**src/rtl/pixel_stream_gen_pkg.sv**
```systemverilog
// Shared frame geometry and generator state encoding.
// Pixel width, image size and default blanking live here so that the
// generator, the sharpening filter and their benches all agree on them.
package pixel_stream_gen_pkg;

  localparam int IMG_DATA_WIDTH = 8;
  localparam int IMG_WIDTH      = 4;
  localparam int IMG_HEIGHT     = 4;
  localparam int IMG_H_BLANK    = 2;
  localparam int IMG_V_BLANK    = 8;

  typedef enum logic [2:0] {
    ST_IDLE   = 3'd0,
    ST_PRE    = 3'd1,
    ST_ACTIVE = 3'd2,
    ST_HBL    = 3'd3,
    ST_VBL    = 3'd4,
    ST_DONE   = 3'd5
  } gen_state_t;

  // The largest of the three phase lengths sizes the shared phase counter.
  function automatic int max3(input int a, input int b, input int c);
    int m;
    m = (a > b) ? a : b;
    return (m > c) ? m : c;
  endfunction

endpackage

```
**src/rtl/pixel_stream_gen_if.sv**
```systemverilog
// Bus bundle between the pixel stream generator, its frame memory and the
// downstream filter.
//   mem_rd_en   generator -> memory   read strobe
//   mem_addr    generator -> memory   linear pixel address
//   mem_rd_data memory -> generator   read data, one cycle after mem_rd_en
//   o_hav       generator -> filter   horizontal active
//   o_vav       generator -> filter   vertical active (frame window)
//   o_data      generator -> filter   pixel value
interface pixel_stream_gen_if #(
  parameter int DATA_WIDTH = 8,
  parameter int ADDR_W     = 4
);

  logic                  mem_rd_en;
  logic [ADDR_W-1:0]     mem_addr;
  logic [DATA_WIDTH-1:0] mem_rd_data;
  logic                  o_hav;
  logic                  o_vav;
  logic [DATA_WIDTH-1:0] o_data;

  modport master (
    output mem_rd_en, mem_addr, o_hav, o_vav, o_data,
    input  mem_rd_data
  );

  modport slave (
    input  mem_rd_en, mem_addr, o_hav, o_vav, o_data,
    output mem_rd_data
  );

endinterface

```
**src/rtl/pixel_stream_gen.sv**
```systemverilog
// Pixel stream generator: reads one stored frame from a synchronous frame
// memory and emits it in raster order with hav/vav framing, including
// horizontal blanking before and between rows and vertical blanking after
// the last row, so the downstream filter can flush its last row.
// Ports:
//   clk        clock, rising edge
//   rstb       asynchronous active-low reset
//   start      one-cycle frame request, honoured only when idle
//   bus        master side of pixel_stream_gen_if (memory read + pixel out)
//   busy       high while a frame is in progress
//   frame_done one-cycle pulse at the end of vertical blanking
module pixel_stream_gen
  import pixel_stream_gen_pkg::*;
#(
  parameter int DATA_WIDTH  = IMG_DATA_WIDTH,
  parameter int WIDTH_IMAG  = IMG_WIDTH,
  parameter int HEIGHT_IMAG = IMG_HEIGHT,
  parameter int H_BLANK     = IMG_H_BLANK,
  parameter int V_BLANK     = IMG_V_BLANK
) (
  input  logic                clk,
  input  logic                rstb,
  input  logic                start,
  pixel_stream_gen_if.master  bus,
  output logic                busy,
  output logic                frame_done
);

  localparam int ADDR_W = $clog2(WIDTH_IMAG * HEIGHT_IMAG);
  localparam int CNT_W  = $clog2(max3(H_BLANK, WIDTH_IMAG, V_BLANK));
  localparam int ROW_W  = (HEIGHT_IMAG > 1) ? $clog2(HEIGHT_IMAG) : 1;

  localparam logic [CNT_W-1:0] H_LAST   = CNT_W'(H_BLANK - 1);
  localparam logic [CNT_W-1:0] W_LAST   = CNT_W'(WIDTH_IMAG - 1);
  localparam logic [CNT_W-1:0] V_LAST   = CNT_W'(V_BLANK - 1);
  localparam logic [ROW_W-1:0] ROW_LAST = ROW_W'(HEIGHT_IMAG - 1);

  if (H_BLANK < 1 || V_BLANK < WIDTH_IMAG + 4) begin : g_bad_params
    $error("pixel_stream_gen: need H_BLANK >= 1 and V_BLANK >= WIDTH_IMAG+4");
  end

  gen_state_t                state_q, state_d;
  logic [CNT_W-1:0]          cnt_q, cnt_d;
  logic [ROW_W-1:0]          row_q, row_d;
  logic [ADDR_W-1:0]         addr_q, addr_d;
  logic                      raw_hav, raw_vav;
  logic                      hav_p1_q, hav_p1_d;
  logic                      vav_p1_q, vav_p1_d;
  logic                      hav_p2_q, hav_p2_d;
  logic                      vav_p2_q, vav_p2_d;
  logic signed [DATA_WIDTH-1:0] data_p2_q, data_p2_d;

  logic last_pix;
  assign last_pix = (cnt_q == W_LAST) && (row_q == ROW_LAST);

  // Next-state logic
  always_comb begin
    state_d = state_q;
    unique case (state_q)
      ST_IDLE:   if (start) state_d = ST_PRE;
      ST_PRE:    if (cnt_q == H_LAST) state_d = ST_ACTIVE;
      ST_ACTIVE: if (cnt_q == W_LAST) state_d = (row_q == ROW_LAST) ? ST_VBL : ST_HBL;
      ST_HBL:    if (cnt_q == H_LAST) state_d = ST_ACTIVE;
      ST_VBL:    if (cnt_q == V_LAST) state_d = ST_DONE;
      ST_DONE:   state_d = ST_IDLE;
      default:   state_d = ST_IDLE;
    endcase
  end

  // Phase counter restarts on every state change; the address counter
  // saturates on the final pixel so it stays put through blanking.
  always_comb begin
    cnt_d  = cnt_q;
    row_d  = row_q;
    addr_d = addr_q;
    if (state_q == ST_IDLE) begin
      if (start) begin
        cnt_d  = '0;
        row_d  = '0;
        addr_d = '0;
      end
    end else if (state_d != state_q) begin
      cnt_d = '0;
    end else begin
      cnt_d = cnt_q + 1'b1;
    end
    if (state_q == ST_ACTIVE) begin
      if (!last_pix) addr_d = addr_q + 1'b1;
      if (cnt_q == W_LAST && row_q != ROW_LAST) row_d = row_q + 1'b1;
    end
  end

  // Moore output decode
  always_comb begin
    raw_hav       = (state_q == ST_ACTIVE);
    raw_vav       = (state_q == ST_PRE) || (state_q == ST_ACTIVE) || (state_q == ST_HBL);
    busy          = (state_q != ST_IDLE);
    frame_done    = (state_q == ST_DONE);
    bus.mem_rd_en = raw_hav;
    bus.mem_addr  = addr_q;
  end

  // Output pipeline: p1 aligns framing with memory read data, p2 registers
  // the filter-facing outputs. hav is gated with vav so it can never lead it.
  always_comb begin
    hav_p1_d  = raw_hav;
    vav_p1_d  = raw_vav;
    hav_p2_d  = hav_p1_q & vav_p1_q;
    vav_p2_d  = vav_p1_q;
    data_p2_d = hav_p1_q ? bus.mem_rd_data : '0;
  end

  assign bus.o_hav  = hav_p2_q;
  assign bus.o_vav  = vav_p2_q;
  assign bus.o_data = data_p2_q;

  always_ff @(posedge clk or negedge rstb) begin
    if (!rstb) begin
      state_q   <= ST_IDLE;
      cnt_q     <= '0;
      row_q     <= '0;
      addr_q    <= '0;
      hav_p1_q  <= 1'b0;
      vav_p1_q  <= 1'b0;
      hav_p2_q  <= 1'b0;
      vav_p2_q  <= 1'b0;
      data_p2_q <= '0;
    end else begin
      state_q   <= state_d;
      cnt_q     <= cnt_d;
      row_q     <= row_d;
      addr_q    <= addr_d;
      hav_p1_q  <= hav_p1_d;
      vav_p1_q  <= vav_p1_d;
      hav_p2_q  <= hav_p2_d;
      vav_p2_q  <= vav_p2_d;
      data_p2_q <= data_p2_d;
    end
  end

endmodule

```
**src/flat_wrapper.sv**
```systemverilog
// flat-port wrapper written by rule: the top's interface ports become plain ports
module pixel_stream_gen_flat import pixel_stream_gen_pkg::*;
#(
  parameter int DATA_WIDTH  = IMG_DATA_WIDTH,
  parameter int WIDTH_IMAG  = IMG_WIDTH,
  parameter int HEIGHT_IMAG = IMG_HEIGHT,
  parameter int H_BLANK     = IMG_H_BLANK,
  parameter int V_BLANK     = IMG_V_BLANK
)
  (clk, rstb, start, busy, frame_done, bus_mem_rd_en, bus_mem_addr, bus_o_hav, bus_o_vav, bus_o_data, bus_mem_rd_data);
  pixel_stream_gen_if #(.DATA_WIDTH(DATA_WIDTH), .ADDR_W((4))) bus_i ();
  input  logic clk;
  input  logic rstb;
  input  logic start;
  output logic busy;
  output logic frame_done;
  output wire logic [$bits(bus_i.mem_rd_en)-1:0] bus_mem_rd_en;
  output wire logic [$bits(bus_i.mem_addr)-1:0] bus_mem_addr;
  output wire logic [$bits(bus_i.o_hav)-1:0] bus_o_hav;
  output wire logic [$bits(bus_i.o_vav)-1:0] bus_o_vav;
  output wire logic [$bits(bus_i.o_data)-1:0] bus_o_data;
  input wire logic [$bits(bus_i.mem_rd_data)-1:0] bus_mem_rd_data;
  assign bus_mem_rd_en = bus_i.mem_rd_en;
  assign bus_mem_addr = bus_i.mem_addr;
  assign bus_o_hav = bus_i.o_hav;
  assign bus_o_vav = bus_i.o_vav;
  assign bus_o_data = bus_i.o_data;
  assign bus_i.mem_rd_data = bus_mem_rd_data;
  pixel_stream_gen #(.DATA_WIDTH(DATA_WIDTH), .WIDTH_IMAG(WIDTH_IMAG), .HEIGHT_IMAG(HEIGHT_IMAG), .H_BLANK(H_BLANK), .V_BLANK(V_BLANK)) u_core (.clk(clk), .rstb(rstb), .start(start), .bus(bus_i), .busy(busy), .frame_done(frame_done));
endmodule
```
**config.mk**
```make
export PLATFORM = sky130hd
export DESIGN_NAME = pixel_stream_gen_flat
export DESIGN_NICKNAME = d
export VERILOG_FILES = /design/src/rtl/pixel_stream_gen_pkg.sv /design/src/rtl/pixel_stream_gen_if.sv /design/src/rtl/pixel_stream_gen.sv /design/src/flat_wrapper.sv
export SDC_FILE = /design/constraint.sdc
export NUM_CORES = 1
export LEC_CHECK = 0
export BUFFER_PORTS_ARGS = -buffer_cell sky130_fd_sc_hd__clkbuf_2
export CAP_MARGIN = 25
export CORE_ASPECT_RATIO = 0.75
export CORE_MARGIN = 2
export CORE_UTILIZATION = 35
export DETAILED_ROUTE_END_ITERATION = 12
export GPL_TIMING_DRIVEN = 1
export PLACE_DENSITY_LB_ADDON = 0.08
export SETUP_SLACK_MARGIN = 0.05
export SYNTH_ARGS = -nofsm -noshare
export SYNTH_HDL_FRONTEND = slang
export SYNTH_SLANG_ARGS = --single-unit
```
**constraint.sdc**
```tcl
create_clock -name clk -period 3.6 [get_ports clk]
set_clock_uncertainty 0.1 [all_clocks]
set_input_delay 0.36 -clock clk [delete_from_list [all_inputs] [get_ports clk]]
set_output_delay 0.36 -clock clk [all_outputs]
set_load 0.02 [all_outputs]
```
==> results of run 1 <==
==> logic make-up after synthesis <==
logic type / synth area share [%]
muxes: 1.794
and+or+nand+nor: 22.31
xor gates and xnor gates: 0.7849
buffers and inverters: 3.588
DFF: 53.81
AOI/OAI and AO/OA: 10.98
adders and majority gates: 6.726
==> area by class of cell <==
class	instances	area (µm²)	share of cell area, %
Sequential cell	24	600.6	45.07
Multi-Input combinational cell	74	475.5	35.68
Timing Repair Buffer	27	135.1	10.14
Clock buffer	4	55.05	4.131
Tap cell	38	47.55	3.568
Inverter	5	18.77	1.408
==> worst max-delay path, delay by kind of cell (launching register included) <==
kind,cells,cell delay (ps)
DFF,1,570
and+or+nand+nor,1,420
buffers and inverters,2,280
==> stage by stage <==
stage | worst slack, ps | instance area [µm²] | instances
CTS | 1591 | 1333 | 172
finish | 1591 | 1333 | 172
detailed placement | 1653 | 1277 | 168
global route | 1492 | 1333 | 172
floorplan | 1796 | 1116 | 106
global placement | 1706 | 1277 | 168
==> routing by layer <==
layer,global-route usage (%),up-vias,wire length [µm]
met2,18.59,26,889
met3,3.810,4,122
li1,-,413,-
met1,18.40,369,1164
met5,0,-,0
met4,5.556,0,30
==> how the worst max path moves through the flow <==
stage,slack (ps),depth (start not counted),endpoint,startpoint
CTS,1590,3,busy,u_core.state_q[1]
finish,1590,3,busy,u_core.state_q[1]
floorplan,1800,6,u_core.cnt_q[0],u_core.cnt_q[0]
detailed placement,1650,6,u_core.cnt_q[0],u_core.cnt_q[0]
global placement,1710,6,u_core.cnt_q[2],u_core.cnt_q[0]
global route,1490,3,busy,u_core.state_q[1]
==> state kept, by name, indices dropped and copies added (netlist names) <==
signal and count:
u_core.bus.o_hav 1, u_core.bus.o_vav 1, u_core.hav_p1_q 1, u_core.bus.o_data 8, u_core.bus.mem_addr 4, u_core.cnt_q 3
u_core.row_q 2, u_core.state_q 3, u_core.vav_p1_q 1
==> power by group through the flow <==
stage          Clock, mW  Combinational [mW]  Sequential [mW]
2_1_floorplan          0               0.261            0.481
3_3_place_gp           0               0.396            0.462
3_5_place_dp           0               0.395            0.466
4_1_cts            0.191               0.396            0.460
5_1_grt            0.202               0.438            0.476
6_report           0.181               0.392            0.460
==> placed cells by master (no fill, tap or decap), drive strengths merged <==
cell type	Yosys	final
clkbuf	0	31
xor2	1	1
a31oi	1	1
ha	6	6
o22ai	2	2
nor2	9	9
nor3	1	1
and2b	1	1
nand2b	3	3
and3	1	1
a2111oi	1	1
nand2	9	9
nor2b	4	4
o21ai	10	10
a22o	1	1
inv	5	5
nand3	5	5
mux2i	2	2
and2	11	11
or3	1	1
a21oi	3	3
nand4	1	1
o221ai	1	1
dfrtp	24	24
==> results_dict.tcl, run 1 <==
set metrics [dict create \
    dieWidth_um 69.21 \
    cts.clk_slew.worst_paths_ps 80 \
    worstMarginPinSlew_ps 610.9 \
    drt-vias-per-instance 4.721 \
    synth.distinct_cells 28 \
    p_seq_share_pct 44.5 \
    run_status "complete, but fails checks" \
    hold_class "input port to asynchronous set/reset pin" \
    syn-instance-count 106 \
    yosysSeqAreaShare_pct 53.81 \
    max_stage_delay_ps 570 \
    nFillCells 274 \
    final-max-slew-violation-count 0 \
    ios 28 \
    rr_startpoint "u_core.cnt_q[0]" \
    core_area_mm2 0.002999 \
    num-nets-final 152 \
    share_comb_of_total_power_pct 38.0 \
    maxCapViolCount 0 \
    fin_crit_sh_pct 55.79 \
    slew_headroom_pct 59.27 \
    ys.warnings.count 0 \
    synth_area_mm2 0.001116 \
    num_vias 812 \
    cp_data_required_time_ps 3140 \
    p_sw_share_pct 40.75 \
    die_h_um 52.91 \
    io_buffers 27 \
    r2r_setup_slack_ps 1640 \
    diodes 0 \
    syn_nets 123 \
    post_cts_buffers 0 \
    overflow 0 \
    worst_setup_path_end_kind "output pin" \
    utilization_pct 44.43 \
    htree_levels 1 \
    area_growth_pct 19.39 \
    synth_area_leader_cell "dfrtp_1" \
    die_area_mm2 0.003661 \
    synth_edf_count 0 \
    drt_iter0_markers 30 \
    setup_viol 0 \
    crit_path_start_kind "register" \
    clockBufferDepth 2 \
    p_sw_mw 0.4212 \
    cts-hold-fix-buffers 0 \
    cts.repair.resized 0 \
    cellPowerDensity_mw_per_mm2 775.6 \
    synth-seq-cells 24 \
    finalCriticalPeriod_ps 2009 \
    hpwl_um 1604 \
    synthArstFlopShare_pct 100.0 \
    antenna_found_initial 0 \
    rsz0062_at_grt "false" \
    synth_commonest_cells "24 x dfrtp_1, 11 x and2_1, 9 x nand2_1" \
    cts_root_buffer "clkbuf_8" \
    worstPathCellList "nor3_1 -> inv_1 -> clkbuf_2" \
    failed_checks "hold timing" \
    first_global_vias 774 \
    syn_avg_cell_area_um2 10.53 \
    crit_fanout 17 \
    reg2regPathDepth 6 \
    p_leak_nw 0.6622 \
    total_power_mw 1.034 \
    clk_latency_ps 260 \
    first_pass_iters 4 \
    vdd.ir_drop.worst_mv 0.2151 \
    synth_top_cell_area_share_pct 53.81 \
    ant_nets 0 \
    power.internal_mw 0.6123 \
    cts_buffers 3 \
    hold_viol 22 \
    arrival_ps 1550 \
    place.gp.congestion 0.7849 \
    grt_pass1_wl_um 3643 \
    clkPwrFrac_pct 17.5 \
    grt_max_degree 25 \
    holdWs_ps -11.75 \
    initial_core_util_pct 37.21 \
    wl_per_cell_um 12.83 \
    post-synth-top-count-cell "dfrtp_1" \
    r2r_end "u_core.cnt_q[1]" \
    final_layout_size_suffix_gt1_share_pct 26.12 \
    drc 0 \
    wl_um 2207 \
    tns_ps 0 \
    crit_slowest_cell "dfrtp_1" \
    synth_flop_cell "dfrtp_1" \
    crit_type "register to output pin" \
    cts_tree "built" \
    grtUsageTotal_pct 13.04 \
    cts_sinks 24 \
    ys_top_cells_by_area "dfrtp_1 54%, ha_1 6.7%, and2_1 6.2%" \
    timing.fmax_mhz 497.9 \
    fp-row-count 17 \
]
No activity file was read; power rests on OpenSTA's default activity.
==> run 2: changes to the inputs <==
==> constraint.sdc (replaced) <==
create_clock -name clk -period 2.1 [get_ports clk]
set_clock_uncertainty 0.1 [all_clocks]
set_input_delay 0.21 -clock clk [delete_from_list [all_inputs] [get_ports clk]]
set_output_delay 0.21 -clock clk [all_outputs]
set_load 0.02 [all_outputs]
==> results_dict.tcl, run 2 (same netlist as run 1, synthesis figures left out) <==
set metrics [dict create \
    maxCapViolCount 0 \
    crit_type "register to register" \
    hold_viol 0 \
    hold_class "input port to register" \
    die_h_um 52.91 \
    path_common_cell "ha_1" \
    cts_root_buffer "clkbuf_8" \
    num_vias 818 \
    final_layout_size_suffix_gt1_share_pct 25.93 \
    io_buffers 27 \
    htree_levels 1 \
    grt_max_degree 25 \
    post_cts_buffers 0 \
    clockBufferDepth 2 \
    max_stage_delay_ps 430 \
    first_global_vias 779 \
    cp_data_required_time_ps 2190 \
    initial_core_util_pct 37.21 \
    final-max-slew-violation-count 0 \
    core_area_mm2 0.002999 \
    fp-row-count 17 \
    p_leak_nw 0.6664 \
    place.gp.congestion 0.7849 \
    drc 0 \
    run_status "finished clean" \
    rsz0062_at_grt "false" \
    area_growth_pct 20.29 \
    overflow 0 \
    die_area_mm2 0.003661 \
    hpwl_um 1604 \
    cts_sinks 24 \
    cts_tree "built" \
    cellPowerDensity_mw_per_mm2 1320 \
    layout_common_cells "27 x clkbuf_2, 24 x dfrtp_1, 11 x and2_1" \
    drt-vias-per-instance 4.728 \
    arrival_ps 2000 \
    worst_setup_path_end_kind "register" \
    layout_commonest_cell "clkbuf_2" \
    crit_path_start_kind "register" \
    diodes 0 \
    dieWidth_um 69.21 \
    num-nets-final 153 \
    vdd.ir_drop.worst_mv 0.3680 \
    worstPathCellList "ha_1 -> ha_1 -> nor2b_1 -> a2111oi_2 -> o221ai_2 -> o21ai_1" \
    nFillCells 274 \
    first_pass_iters 4 \
    antenna_found_initial 0 \
    finalCriticalPeriod_ps 1903 \
    fin_crit_sh_pct 90.63 \
    timing.fmax_mhz 525.4 \
    slew_headroom_pct 59.70 \
    multiInputGateArea_um2 475.5 \
    tns_ps 0 \
    cp_num_buf_inv 0 \
    fin_ws_ps 196.7 \
    setup_viol 0 \
    ios 28 \
    seqCellArea_um2 600.6 \
    cts_buffers 3 \
    largest_reg_flops 8 \
    clk_latency_ps 260 \
    crit_slowest_cell "dfrtp_1" \
    drt_iter0_markers 35 \
    worstMarginPinSlew_ps 604.6 \
    place_ws_ps 153.1 \
    crit_family "compound AO/OA/AOI/OAI gates" \
    ant_nets 0 \
    total_power_mw 1.773 \
    holdWs_ps 51.64 \
    utilization_pct 44.76 \
    wl_um 2209 \
    grtUsageTotal_pct 13.12 \
    crit_fanout 5 \
    grt_pass1_wl_um 3670 \
    cts.clk_slew.worst_paths_ps 80 \
    wl_per_cell_um 12.77 \
]
run 2: cell types whose count changed in the layout (fill, tap and decap cells not counted), sizes merged:
| cell | before | now |
|---|---|---|
| dlygate4sd3 | 0 | 1 |
run 2: area by class of cell:
class / instances / area share (%)
multi-input combinational: 74 / 35.41
inverter: 5 / 1.398
clock buffer: 4 / 4.101
sequential: 24 / 44.73
timing repair buffer: 28 / 10.81
tap: 38 / 3.541
run 2: per-stage QoR:
stage	instances	instance area, µm²
after floorplan	106	1116
after detailed placement	168	1277
final	173	1343
after global placement	168	1277
after CTS	173	1343
after global routing	173	1343
run 2: power by group:
part / total (mW) / internal, mW / switching (mW)
combinational: 0.673 / 0.270 / 0.404
clock: 0.311 / 0.167 / 0.144
sequential: 0.788 / 0.614 / 0.175
total: 1.77 / 1.05 / 0.722
run 2: repair_timing:
action / CTS / global route
endpoints found under the setup margin: 0 / 3
hold endpoints to repair: 24 / 0
hold buffers: 1 / 0
resized for setup: 0 / 0
run 2: worst register-to-register path: cells and delay by family (launching register included):
kind	cells	cell delay (ps)
AO/OA/AOI/OAI	3	650
adder cells (fa/ha/maj)	2	470
AND/OR/NAND/NOR	1	200
flip-flops	1	430
run 2: worst paths after layout:
check                              startpoint                    to  slack, ps  cells past startpoint
setup / recovery              u_core.cnt_q[0]       u_core.cnt_q[1]        200                      6
hold / removal             bus_mem_rd_data[3]  u_core.bus.o_data[3]         50                      2
setup reg to reg              u_core.cnt_q[0]       u_core.cnt_q[1]        200                      6
hold reg to reg               u_core.vav_p1_q      u_core.bus.o_vav        280                      0
max in group asynchronous                rstb  u_core.bus.o_data[5]       1120                      2
min in group asynchronous                rstb       u_core.row_q[1]        380                      2
run 2: per-layer routing:
| layer | up-vias | track usage [%] | part of all wire [%] |
|---|---|---|---|
| li1 | 415 | - | - |
| met1 | 373 | 18.52 | 53 |
| met2 | 26 | 18.75 | 40 |
| met3 | 4 | 3.810 | 5.5 |
| met4 | 0 | 5.556 | 1.4 |
| met5 | - | 0 | 0 |
